<file path="config.mk">
export PLATFORM = sky130hd
export DESIGN_NAME = ql_membank_cfg_ctrl
export DESIGN_NICKNAME = d
export VERILOG_FILES = /design/src/rtl/ql_membank_cfg_ctrl.sv
export SDC_FILE = /design/constraint.sdc
export NUM_CORES = 1
export LEC_CHECK = 0
export CAP_MARGIN = 20
export CORE_AREA = 2 2 369 371
export DETAILED_ROUTE_END_ITERATION = 10
export DIE_AREA = 0 0 371 373
export DONT_BUFFER_PORTS = 1
export PLACE_DENSITY = 0.47
export SLEW_MARGIN = 30
export SYNTH_ARGS = -nofsm -noshare
export SYNTH_HDL_FRONTEND = slang
export SYNTH_SLANG_ARGS = --single-unit
</file>
<file path="constraint.sdc">
create_clock -name clk -period 2.4 [get_ports clk]
set_input_delay 0.12 -clock clk [delete_from_list [all_inputs] [get_ports clk]]
set_output_delay 0.12 -clock clk [all_outputs]
set_load 0.02 [all_outputs]
</file>
<file path="src/rtl/ql_membank_cfg_ctrl.sv">
// Configuration-memory load controller: streams DW-bit words into a row-wide
// bit-line register, then pulses one word line per row to commit it.
module ql_membank_cfg_ctrl #(
  parameter int unsigned NUM_BL   = 514,
  parameter int unsigned NUM_WL   = 407,
  parameter int unsigned DW       = 32,
  parameter int unsigned WL_PULSE = 2
) (
  input  logic              clk,
  input  logic              global_resetn,
  input  logic              start,
  input  logic              abort,
  input  logic [DW-1:0]     s_data,
  input  logic              s_valid,
  output logic              s_ready,
  output logic [0:NUM_BL-1] bl,
  output logic [0:NUM_WL-1] wl,
  output logic              busy,
  output logic              done
);

  localparam int unsigned WPR     = (NUM_BL + DW - 1) / DW;
  localparam int unsigned ROW_W   = (NUM_WL > 1) ? $clog2(NUM_WL) : 1;
  localparam int unsigned WORD_W  = $clog2(WPR + 1);
  localparam int unsigned PULSE_W = 4;

  typedef enum logic [2:0] {IDLE, LOAD, WRITE, HOLD, DONE} state_t;

  state_t              state, state_nx;
  logic [ROW_W-1:0]    row;
  logic [WORD_W-1:0]   word;
  logic [PULSE_W-1:0]  pulse_cnt;
  logic                armed;
  logic                accept, restart, next_row;
  logic [0:NUM_WL-1]   wl_nx;
  logic [0:NUM_BL-1]   bl_nx;

  // State register
  always_ff @(posedge clk or negedge global_resetn) begin
    if (!global_resetn) state <= IDLE;
    else                state <= state_nx;
  end

  // Next-state and control strobes; abort wins over everything while busy
  always_comb begin
    state_nx = state;
    accept   = 1'b0;
    restart  = 1'b0;
    next_row = 1'b0;
    case (state)
      IDLE: begin
        if (start && armed && !abort) begin
          state_nx = LOAD;
          restart  = 1'b1;
        end
      end
      LOAD: begin
        if (abort) begin
          state_nx = IDLE;
        end else if (s_valid && s_ready) begin
          accept = 1'b1;
          if (word == WORD_W'(WPR - 1)) state_nx = WRITE;
        end
      end
      WRITE: begin
        if (abort)                                      state_nx = IDLE;
        else if (pulse_cnt == PULSE_W'(WL_PULSE - 1))   state_nx = HOLD;
      end
      HOLD: begin
        if (abort) begin
          state_nx = IDLE;
        end else if (row == ROW_W'(NUM_WL - 1)) begin
          state_nx = DONE;
        end else begin
          state_nx = LOAD;
          next_row = 1'b1;
        end
      end
      DONE: begin
        if (start && armed) begin
          state_nx = LOAD;
          restart  = 1'b1;
        end
      end
      default: state_nx = IDLE;
    endcase
    wl_nx = '0;
    if (state_nx == WRITE) wl_nx[row] = 1'b1;
  end

  // Each accepted word overwrites only its own bit-line segment; bits past NUM_BL are dropped
  for (genvar i = 0; i < NUM_BL; i++) begin : g_bl
    assign bl_nx[i] = restart ? 1'b0 :
                      (accept && (word == WORD_W'(i / DW))) ? s_data[i % DW] : bl[i];
  end

  // Registered outputs and counters
  always_ff @(posedge clk or negedge global_resetn) begin
    if (!global_resetn) begin
      armed     <= 1'b0;
      s_ready   <= 1'b0;
      busy      <= 1'b0;
      done      <= 1'b0;
      wl        <= '0;
      bl        <= '0;
      row       <= '0;
      word      <= '0;
      pulse_cnt <= '0;
    end else begin
      armed     <= 1'b1;
      s_ready   <= (state_nx == LOAD);
      busy      <= (state_nx == LOAD) || (state_nx == WRITE) || (state_nx == HOLD);
      done      <= (state_nx == DONE);
      wl        <= wl_nx;
      bl        <= bl_nx;
      pulse_cnt <= (state == WRITE) ? pulse_cnt + PULSE_W'(1) : '0;
      if (restart) begin
        row  <= '0;
        word <= '0;
      end else if (next_row) begin
        row  <= row + ROW_W'(1);
        word <= '0;
      end else if (accept) begin
        word <= word + WORD_W'(1);
      end
    end
  end

endmodule

</file>
==> results of run 1 <==
cell usage in the layout (no fill, tap or decap), drive strengths merged, types with 3 or more instances in the layout:
master,count
o21ai,482
nor2b,11
buf,131
and2,9
nand2b,3
nor3b,4
and3,6
mux2i,4
clkbuf,152
nor4,3
a21oi,35
nand3,497
and3b,3
diode,4
ha,11
inv,14
bufinv,4
xnor2,3
nor2,424
dlygate4sd3,35
xor2,7
dfrtp,946
clkinv,20
clkinvlp,3
nand4,25
nand2,133
nor3,3
kinds of logic after synthesis:
group                    Yosys count
other                              1
multiplexers                       4
AND/OR/NAND/NOR                 1129
flip-flops                       946
buffers and inverters            275
XOR/XNOR                          10
AO/OA/AOI/OAI                    524
adder cells (fa/ha/maj)           11
power groups by stage:
| stage | clock (mW) | sequential (mW) | combinational [mW] |
|---|---|---|---|
| finish | 16.1 | 16.1 | 1.13 |
| detailed placement | 0 | 16.4 | 1.10 |
| global route | 17.2 | 16.1 | 1.24 |
| floorplan | 0 | 16.4 | 0.341 |
| global placement | 0 | 16.4 | 0.731 |
| CTS | 16.5 | 16.1 | 1.17 |
state kept, by name, indices dropped and copies added (netlist names):
register / count
s_ready: 1
wl: 407
row: 9
bl: 514
busy: 1
armed: 1
word: 5
pulse_cnt: 4
state: 3
done: 1
metrics by stage:
| step | area, sq um | cells | hold WS [ns] | TNS (ns) |
|---|---|---|---|---|
| 4_1_cts | 39700 | 4764 | -0.560 | 0 |
| 2_1_floorplan | 33300 | 2900 | -0.176 | 0 |
| 6_report | 39700 | 4769 | -0.701 | 0 |
| 3_3_place_gp | 35700 | 4536 | -0.150 | 0 |
| 3_5_place_dp | 35800 | 4543 | 0.247 | -92.00 |
| 5_1_grt | 39700 | 4765 | -0.726 | 0 |
per-layer routing:
| metal | global-route usage (%) | wire [um] | vias to the layer above |
|---|---|---|---|
| met5 | 0 | 0 | - |
| met1 | 20.0 | 46200 | 11166 |
| met4 | 5.54 | 3100 | 0 |
| li1 | - | - | 9744 |
| met2 | 29.8 | 62100 | 889 |
| met3 | 6.91 | 12500 | 147 |
worst max-delay path by stage:
stage          slack, ns           from  cells after the start  endpoint
6_report            0.14       state[0]                      5   bl[391]
5_1_grt            0.005  global_resetn                      5   bl[145]
4_1_cts             0.10        word[0]                      9    wl[49]
3_5_place_dp       -0.42  global_resetn                      4   bl[282]
3_3_place_gp        0.18        word[0]                      9   wl[241]
2_1_floorplan       0.57       state[0]                      7    bl[69]
final cells by class:
cell class	count	area, sq um
Tap cell	1781	2230
Clock inverter	34	439
Sequential cell	946	23700
Inverter	7	26.3
Fill cell	13644	94900
Multi-Input combinational cell	1679	8330
Antenna cell	4	10.0
Clock buffer	152	3020
Timing Repair Buffer	166	1970
what timing repair did:
action,4_1_cts,5_1_grt
resized for setup,0,1
endpoints found under the hold margin,756,314
endpoints found under the setup margin,0,16
==> out/qor.yml, run 1 <==
grt_pass1_vias: 22436
cts_tree: "yes"
synth-seq-area-share_pct: 71.2
placeableCoreArea_sq_um: 135000
rsz0062_at_grt: "no"
initial_core_util_pct: 24.7
fin_ws_ns: 0.138
maxSlewViolCount: 0
power.density_nw_per_um2: 840
async_reset_ff_share_pct: 100
pin_count: 961
tightest_slew_ns: 0.934
setup_viol: 0
synth_top_area_share_pct: 71.2
yosys.area_share.adder_pct: 0.414
critPathTopFamily: "simple AND/OR/NAND/NOR gates"
cts-hold-fix-buffers: 35
syn_to_final_growth_pct: 19.3
synth_nets: 2948
detail_route.vias_per_cell: 4.60
grt.overflow.total: 0
yosys_register_bits: 946
slowest_stage: "or4_4"
drive_above_1_share_pct: 11.1
synth-edff-count: 0
synthTopCellsByArea: "dfrtp_1 (71%), nand3_1 (7.4%), o21ai_0 (5.4%)"
ant_nets: 0
rows: 135
p_switching_mw: 7.88
post-route-drc-count: 0
die_h_um: 373
wirelength_mm: 124
cpPeakStageDelay_ns: 0.65
netSwitchingFraction_pct: 23.6
critPathCaptureType: "flip-flop"
drtIter0Drc: 1697
violations: "hold timing"
yosysMostFrequentCell: "dfrtp_1"
yosysTopAreaCell: "dfrtp_1"
wl_per_cell_um: 26.0
gr-usage-all-layers_pct: 17.5
skew_ns: 0.0479
min_period_ns: 2.26
final_hold_viol_count: 314
rr_worst_depth: 5
worstPathArrival_ns: 2.81
yosys-top-cells-count: "dfrtp_1 (946), nand3_1 (489), nor2_1 (422)"
timing.rr.end: "bl[391]"
via_count: 21946
crit_required_ns: 2.95
synth_top_family_by_area: "simple AND/OR/NAND/NOR gates"
relSlewSlack_pct: 37.8
start_kind: "flip-flop"
portBuffers: 0
cts_buffer_depth: 3
cp_max_fo: 98
syn_area_sq_um: 33300
fin_total_pwr_mw: 33.3
ys_types: 47
crit_buf_inv: 2
p_leak_nw: 17.9
clkTransAtPathRegs_ns: 0.07
fin_util_pct: 29.5
synth-main-ff-cell: "dfrtp_1"
r2r_start: "state[0]"
clockRootBuffer: "clkbuf_16"
postCtsSetupBuffers: 0
drtPass1Iterations: 5
grt_max_degree: 175
fp.dieArea_sq_um: 138000
gp_congestion: 0.770
cp_cell_sequence: "or4_4, buf_12, buf_4, nand3_1, o21ai_0"
cts-buffers-inserted: 101
irDropWorstVdd_uv: 484
synthXorXnorAreaFrac_pct: 0.263
r2r_setup_slack_ns: 0.14
cts_htree_levels: 3
syn_inst: 2900
drv_cap: 0
internal_power_mw: 25.5
yosys.area_share.simple_pct: 15.8
yosys_warnings: 0
antenna_found_initial: 5
max_freq_ghz: 0.442
holdWs_ns: -0.701
p_comb_share_pct: 3.4
dp_slack_ns: -0.418
cts_sinks: 946
synth_compound_area_share_pct: 8.05
clk_latency_ns: 0.72
die_w_um: 371
synth_area_per_cell_sq_um: 11.5
synth.mux.area_fraction_pct: 0.120
crit_type: "flip-flop to flip-flop"
min-delay-path-class: "input port to asynchronous set/reset pin"
hpwl_mm: 84.4
pwr-share-seq_pct: 48.3
status: "finished, violations left"
p_clk_share_pct: 48.3
fin_nets: 2949
grt_pass1_wl_mm: 176
finalCritPeriodShare_pct: 94.2
Note: power is estimated with default switching activity, not from simulation.
==> run 2, diff against run 1 <==
--- a/config.mk
+++ b/config.mk
@@ -10,6 +10,7 @@
 export DETAILED_ROUTE_END_ITERATION = 10
 export DIE_AREA = 0 0 371 373
 export DONT_BUFFER_PORTS = 1
+export HOLD_SLACK_MARGIN = 0.12
 export PLACE_DENSITY = 0.47
 export SLEW_MARGIN = 30
 export SYNTH_ARGS = -nofsm -noshare
==> constraint.sdc (replaced) <==
create_clock -name clk -period 2.65 [get_ports clk]
set_input_delay 0.1325 -clock clk [delete_from_list [all_inputs] [get_ports clk]]
set_output_delay 0.1325 -clock clk [all_outputs]
set_load 0.02 [all_outputs]
==> run 2 against run 1 <==
Net effect: the flow still finishes with violations (hold timing); wire length is 0.80% higher; combinational power is 13% lower; setup slack better by 0.020 ns; critical path type unchanged; critical endpoint is now bl[485]; largest power group is now the clock network.
==> out/qor.yml, run 2 (synthesis gave the netlist of run 1 again) <==
clk_latency_ns: 0.74  # +0.02 ns
max_freq_ghz: 0.401  # -9.2%
crit_required_ns: 3.30  # +0.35 ns
routed.top_layer: "met4"
rows: 135  # unchanged
pwr-share-seq_pct: 47.9  # -0.4 points
p_switching_mw: 7.26  # -7.9%
power.density_nw_per_um2: 767  # -8.7%
min-delay-path-class: "input port to asynchronous set/reset pin"
cts_sinks: 946  # unchanged
status: "finished, violations left"
cts_htree_levels: 3  # unchanged
rsz0062_at_grt: "no"
min_period_ns: 2.49  # +0.230 ns
cp_cell_sequence: "and4b_2, buf_4, and3_1, buf_6, nand2_1, dlygate4sd3_1, a21oi_1"
fin_nets: 2969  # +0.68%
final_cells: 4794  # +0.52%
final_hold_viol_count: 230  # -27%
critPathCaptureType: "flip-flop"
cts-buffers-inserted: 102  # +0.99%
ant_nets: 0  # unchanged
cts_buffer_depth: 3  # unchanged
drive_above_1_share_pct: 10.8  # -0.35 points
postCtsSetupBuffers: 0  # unchanged
cp_max_fo: 32  # -67%
grt.overflow.total: 0  # unchanged
cpPeakStageDelay_ns: 0.57  # -0.08 ns
grt_pass1_vias: 22288  # -0.66%
gp_congestion: 0.774  # +0.53%
routed-wl-met2_mm: 61.7  # -0.69%
relSlewSlack_pct: 43.8  # +6.0 points
drtPass1Iterations: 5  # unchanged
grt_max_degree: 156  # -11%
slowest_stage: "dlygate4sd3_1"
skew_ns: 0.0616  # +0.0137 ns
initial_core_util_pct: 24.7  # unchanged
dp.cells: 4526  # -0.37%
crit_type: "flip-flop to flip-flop"
die_h_um: 373  # unchanged
p_comb_share_pct: 3.2  # -0.2 points
portBuffers: 0  # unchanged
wirelength_mm: 125  # +0.80%
dp_slack_ns: -0.188  # +0.231 ns
wl_per_cell_um: 26.1  # +0.28%
final_common_cell: "dfrtp_1"
reg.largest.list: "bl x514, wl x407, row x9"
r2r_setup_slack_ns: 0.16  # +0.02 ns
p_leak_nw: 17.8  # -0.44%
die_w_um: 371  # unchanged
final_cell_mix: "dfrtp_1 (946), nand3_1 (488), nor2_1 (422), o21ai_0 (358), nand2_1 (132)"
hpwl_mm: 83.5  # -1.1%
syn_to_final_growth_pct: 19.4  # about the same
worstPathArrival_ns: 3.14  # +0.33 ns
internal_power_mw: 23.2  # -8.9%
cts_tree: "yes"
wl_met3_mm: 13.3  # +6.5%
timing.rr.end: "bl[485]"
regMostFlops: "bl"
pin_count: 961  # unchanged
drv_cap: 0  # unchanged
irDropWorstVdd_uv: 557  # +15%
r2r_start: "state[1]"
routedLengthMet1_mm: 46.2  # -0.12%
tightest_slew_ns: 0.841  # -0.0922 ns
violations: "hold timing"
holdWs_ns: -0.632  # +0.0690 ns
largest_register_ff_count: 514  # unchanged
antenna_found_initial: 5  # unchanged
p_clk_share_pct: 48.9  # +0.6 points
fp.dieArea_sq_um: 138000  # unchanged
clockRootBuffer: "clkbuf_16"
finalCritPeriodShare_pct: 94.0  # -0.21 points
setup_viol: 0  # unchanged
drtIter0Drc: 1783  # +5.1%
via_count: 22000  # +0.25%
rr_worst_depth: 7  # +2
maxSlewViolCount: 0  # unchanged
post-route-drc-count: 0  # unchanged
clkTransAtPathRegs_ns: 0.06  # about the same
gr-usage-all-layers_pct: 17.6  # +0.080 points
start_kind: "flip-flop"
netSwitchingFraction_pct: 23.9  # +0.21 points
grt_pass1_wl_mm: 176  # +0.21%
fin_ws_ns: 0.158  # +0.0200 ns
detail_route.vias_per_cell: 4.59  # -0.28%
placeableCoreArea_sq_um: 135000  # unchanged
fin_util_pct: 29.5  # about the same
==> run 2: cell types whose count changed in the layout (fill, tap and decap cells not counted), sizes merged <==
cell,previous run,this run
dlygate4sd3,35,71
buf,131,114
clkinv,20,31
clkbuf,152,142
bufinv,4,7
clkinvlp,3,5
diode,4,5
inv,14,13
==> run 2: metal layers <==
layer / GRT usage, % / vias up
met4: 5.92 / 0
li1: - / 9774
met5: 0 / -
met1: 19.9 / 11108
met2: 29.7 / 943
met3: 7.42 / 175
==> run 2: repair_timing <==
item / CTS / global route
gates resized for setup: 0 / 1
hold endpoints to repair: 1027 / 143
setup endpoints to repair: 0 / 28
hold buffers: 70 / 2
==> run 2: layout make-up <==
cell class	count	area (sq um)
antenna	5	12.5
tap	1781	2230
sequential	946	23700
inverter	7	26.3
multi-input combinational	1679	8330
clock buffer	142	2930
timing repair buffer	185	1910
fill	13634	94900
clock inverter	49	598
==> run 2: how the worst max path moves through the flow <==
stage / startpoint / end / slack (ns)
floorplan: state[0] / bl[69] / 0.82
global placement: word[0] / wl[210] / 0.36
detailed placement: global_resetn / bl[250] / -0.19
CTS: state[1] / bl[492] / 0.11
global route: state[1] / bl[507] / 0.02
finish: state[1] / bl[485] / 0.16
==> run 2: through the flow <==
| stage | power [mW] | area [sq um] | TNS, ns |
|---|---|---|---|
| 6_report | 30.4 | 39700 | 0 |
| 3_3_place_gp | 15.5 | 35200 | 0 |
| 4_1_cts | 30.8 | 39700 | 0 |
| 3_5_place_dp | 15.8 | 35400 | -25.46 |
| 2_1_floorplan | 15.1 | 33300 | 0 |
| 5_1_grt | 31.5 | 39700 | 0 |
==> run 2: power by group through the flow <==
stage          registers [mW]  logic [mW]  clock network [mW]
2_1_floorplan            14.8       0.309                   0
3_3_place_gp             14.8       0.615                   0
3_5_place_dp             14.8       0.950                   0
4_1_cts                  14.6        1.01                15.2
5_1_grt                  14.6        1.08                15.8
6_report                 14.6       0.978                14.9
==> run 2: critical path: cells and delay by family (launching register included) <==
kind,cells,cell delay (ns)
and+or+nand+nor,3,0.75
buffers and inverters,3,1.06
DFF,1,0.46
AOI/OAI and AO/OA,1,0.12
==> run 3, diff against run 2 <==
--- a/config.mk
+++ b/config.mk
@@ -7,6 +7,7 @@
 export LEC_CHECK = 0
 export CAP_MARGIN = 20
 export CORE_AREA = 2 2 369 371
+export CTS_BUF_LIST = sky130_fd_sc_hd__clkbuf_16
 export DETAILED_ROUTE_END_ITERATION = 10
 export DIE_AREA = 0 0 371 373
 export DONT_BUFFER_PORTS = 1
==> run 3 against run 2 <==
Net effect: the run still ends with hold timing left; sequential power about the same; wire length about the same; combinational power about the same; die area unchanged; fmax down 0.42%; non-clock buffer count down 1; register-to-register slack about the same; clock power down 5%; first-iteration DRC count up 1.2%; final area down 0.61%; worst hold slack worse by 0.019 ns; critical path type unchanged.
==> out/qor.yml, run 3 (synthesis gave the netlist of run 1 again) <==
status: "finished, violations left"
violations: "hold timing"
cp_cell_sequence: "and4b_2, buf_4, and3_1, buf_6, nand2_1, dlygate4sd3_1, a21oi_1"
skew_ns: 0.0661  # +0.00451 ns
hpwl_mm: 83.5  # unchanged
fin_total_pwr_mw: 29.7  # -2.5%
crit_required_ns: 3.30  # about the same
ant_nets: 0  # unchanged
holdWs_ns: -0.651  # -0.0189 ns
reg.largest.list: "bl x514, wl x407, row x9"
final_common_cell: "dfrtp_1"
drv_cap: 0  # unchanged
p_leak_nw: 17.7  # -0.34%
cp_max_fo: 32  # unchanged
clockRootBuffer: "clkbuf_16"
postCtsSetupBuffers: 0  # unchanged
post-route-drc-count: 0  # unchanged
syn_to_final_growth_pct: 18.6
busiest_layer: "met2"
fin_util_pct: 29.3  # -0.18 points
clkTransAtPathRegs_ns: 0.06  # about the same
detail_route.vias_per_cell: 4.59  # about the same
drive_above_1_share_pct: 10.0  # -0.76 points
irDropWorstVdd_uv: 555  # -0.44%
worstPathArrival_ns: 3.15  # about the same
tightest_slew_ns: 0.861  # +0.0198 ns
initial_core_util_pct: 24.7  # unchanged
min-delay-path-class: "input port to asynchronous set/reset pin"
placeableCoreArea_sq_um: 135000  # unchanged
gr-usage-all-layers_pct: 17.6  # about the same
clk_latency_ns: 0.74  # about the same
drtPass1Iterations: 5  # unchanged
gr-usage-met2_pct: 29.7  # +0.035 points
wirelength_mm: 125  # about the same
slowest_stage: "dlygate4sd3_1"
rsz0062_at_grt: "no"
die_w_um: 371  # unchanged
die_h_um: 373  # unchanged
cts-buffers-inserted: 102  # unchanged
final_cell_mix: "dfrtp_1 (946), nand3_1 (488), nor2_1 (422), o21ai_0 (358), nand2_1 (132)"
crit_type: "flip-flop to flip-flop"
cts_htree_levels: 3  # unchanged
setup_viol: 0  # unchanged
pin_count: 961  # unchanged
min_period_ns: 2.50  # +0.0105 ns
fp.dieArea_sq_um: 138000  # unchanged
antenna_found_initial: 6  # +1
grt.met1_usage_pct: 20.0  # +0.11 points
cts_tree: "yes"
start_kind: "flip-flop"
cts_buffer_depth: 3  # unchanged
wl_per_cell_um: 26.1  # about the same
portBuffers: 0  # unchanged
relSlewSlack_pct: 42.4  # -1.3 points
fin_nets: 2968  # -0.034%
multi_input_area_sq_um: 8330  # unchanged
rr_worst_depth: 7  # unchanged
power.density_nw_per_um2: 752  # -1.9%
crit_buf_inv: 3  # unchanged
critPathTopFamily: "buffers and inverters"
regMostFlops: "bl"
grt.overflow.total: 0  # unchanged
final_cells: 4792  # -0.042%
r2r_start: "state[1]"
maxSlewViolCount: 0  # unchanged
finalCritPeriodShare_pct: 94.4  # +0.40 points
cts_sinks: 946  # unchanged
timing.rr.end: "bl[485]"
max_freq_ghz: 0.400  # -0.42%
drtIter0Drc: 1804  # +1.2%
via_count: 22012  # +0.055%
critPathCaptureType: "flip-flop"
r2r_setup_slack_ns: 0.15  # about the same
dp.cells: 4526  # unchanged
use_met3_pct: 7.31  # -0.12 points
fill_cells: 13669  # +0.26%
placed_area_sq_um: 35400  # unchanged
final_hold_viol_count: 230  # unchanged
rows: 135  # unchanged
grt_pass1_wl_mm: 176  # about the same
regArea_sq_um: 23700  # unchanged
gp_congestion: 0.774  # unchanged
grt_max_degree: 156  # unchanged
largest_register_ff_count: 514  # unchanged
grt_pass1_vias: 22257  # -0.14%
cpPeakStageDelay_ns: 0.58  # about the same
stdcell_area_sq_um: 39500  # -0.61%
## run 3: changes by cell type in the layout (fill, tap and decap cells not counted)
cell           before  now
diode_2             5    4
clkinv_1            0   23
inv_1               7   24
dlygate4sd3_1      71   70
clkbuf_1           17    0
clkbuf_8           23    0
## run 3: routing by layer
layer  wire length (um)  part of all wire [%]
met2              61900                    50
met3              13100                    11
met1              46200                    37
met4               3630                   2.9
met5                  0                     0
## run 3: power breakdown
| group | internal [mW] | switching [mW] | total (mW) |
|---|---|---|---|
| combinational | 0.182 | 0.796 | 0.978 |
| sequential | 14.5 | 0.0956 | 14.6 |
| clock | 7.77 | 6.33 | 14.1 |
| total | 22.4 | 7.22 | 29.7 |
## run 3: how the worst max path moves through the flow
| stage | start | end | cells after the start |
|---|---|---|---|
| finish | state[1] | bl[485] | 7 |
| global route | state[1] | bl[507] | 7 |
| CTS | state[1] | bl[493] | 7 |
| detailed placement | global_resetn | bl[250] | 4 |
| global placement | word[0] | wl[210] | 6 |
| floorplan | state[0] | bl[69] | 7 |
## run 3: worst register-to-register path, delay by kind of cell (launching register included)
family                 cells  cell delay (ns)
AOI/OAI and AO/OA          1             0.12
and+or+nand+nor            3             0.79
DFF                        1             0.46
buffers and inverters      3             1.07
## run 3: area by class of cell
cell class / count / share of cell area [%]
Sequential cell: 946 / 60.0
Multi-Input combinational cell: 1679 / 21.1
Clock buffer: 102 / 6.47
Tap cell: 1781 / 5.65
Timing Repair Buffer: 184 / 4.82
Clock inverter: 89 / 1.90
Inverter: 7 / 0.0666
Antenna cell: 4 / 0.0254
## run 3: timing repair
action | CTS | global route
gates resized for setup | 0 | 1
setup endpoints to repair | 0 | 28
hold endpoints to repair | 1027 | 143
hold buffers | 69 | 2
## run 3: stage by stage
stage          worst slack, ns  setup TNS (ns)
5_1_grt                 0.0185               0
2_1_floorplan            0.823               0
3_5_place_dp            -0.188          -25.46
3_3_place_gp             0.362               0
6_report                 0.148               0
4_1_cts                  0.121               0
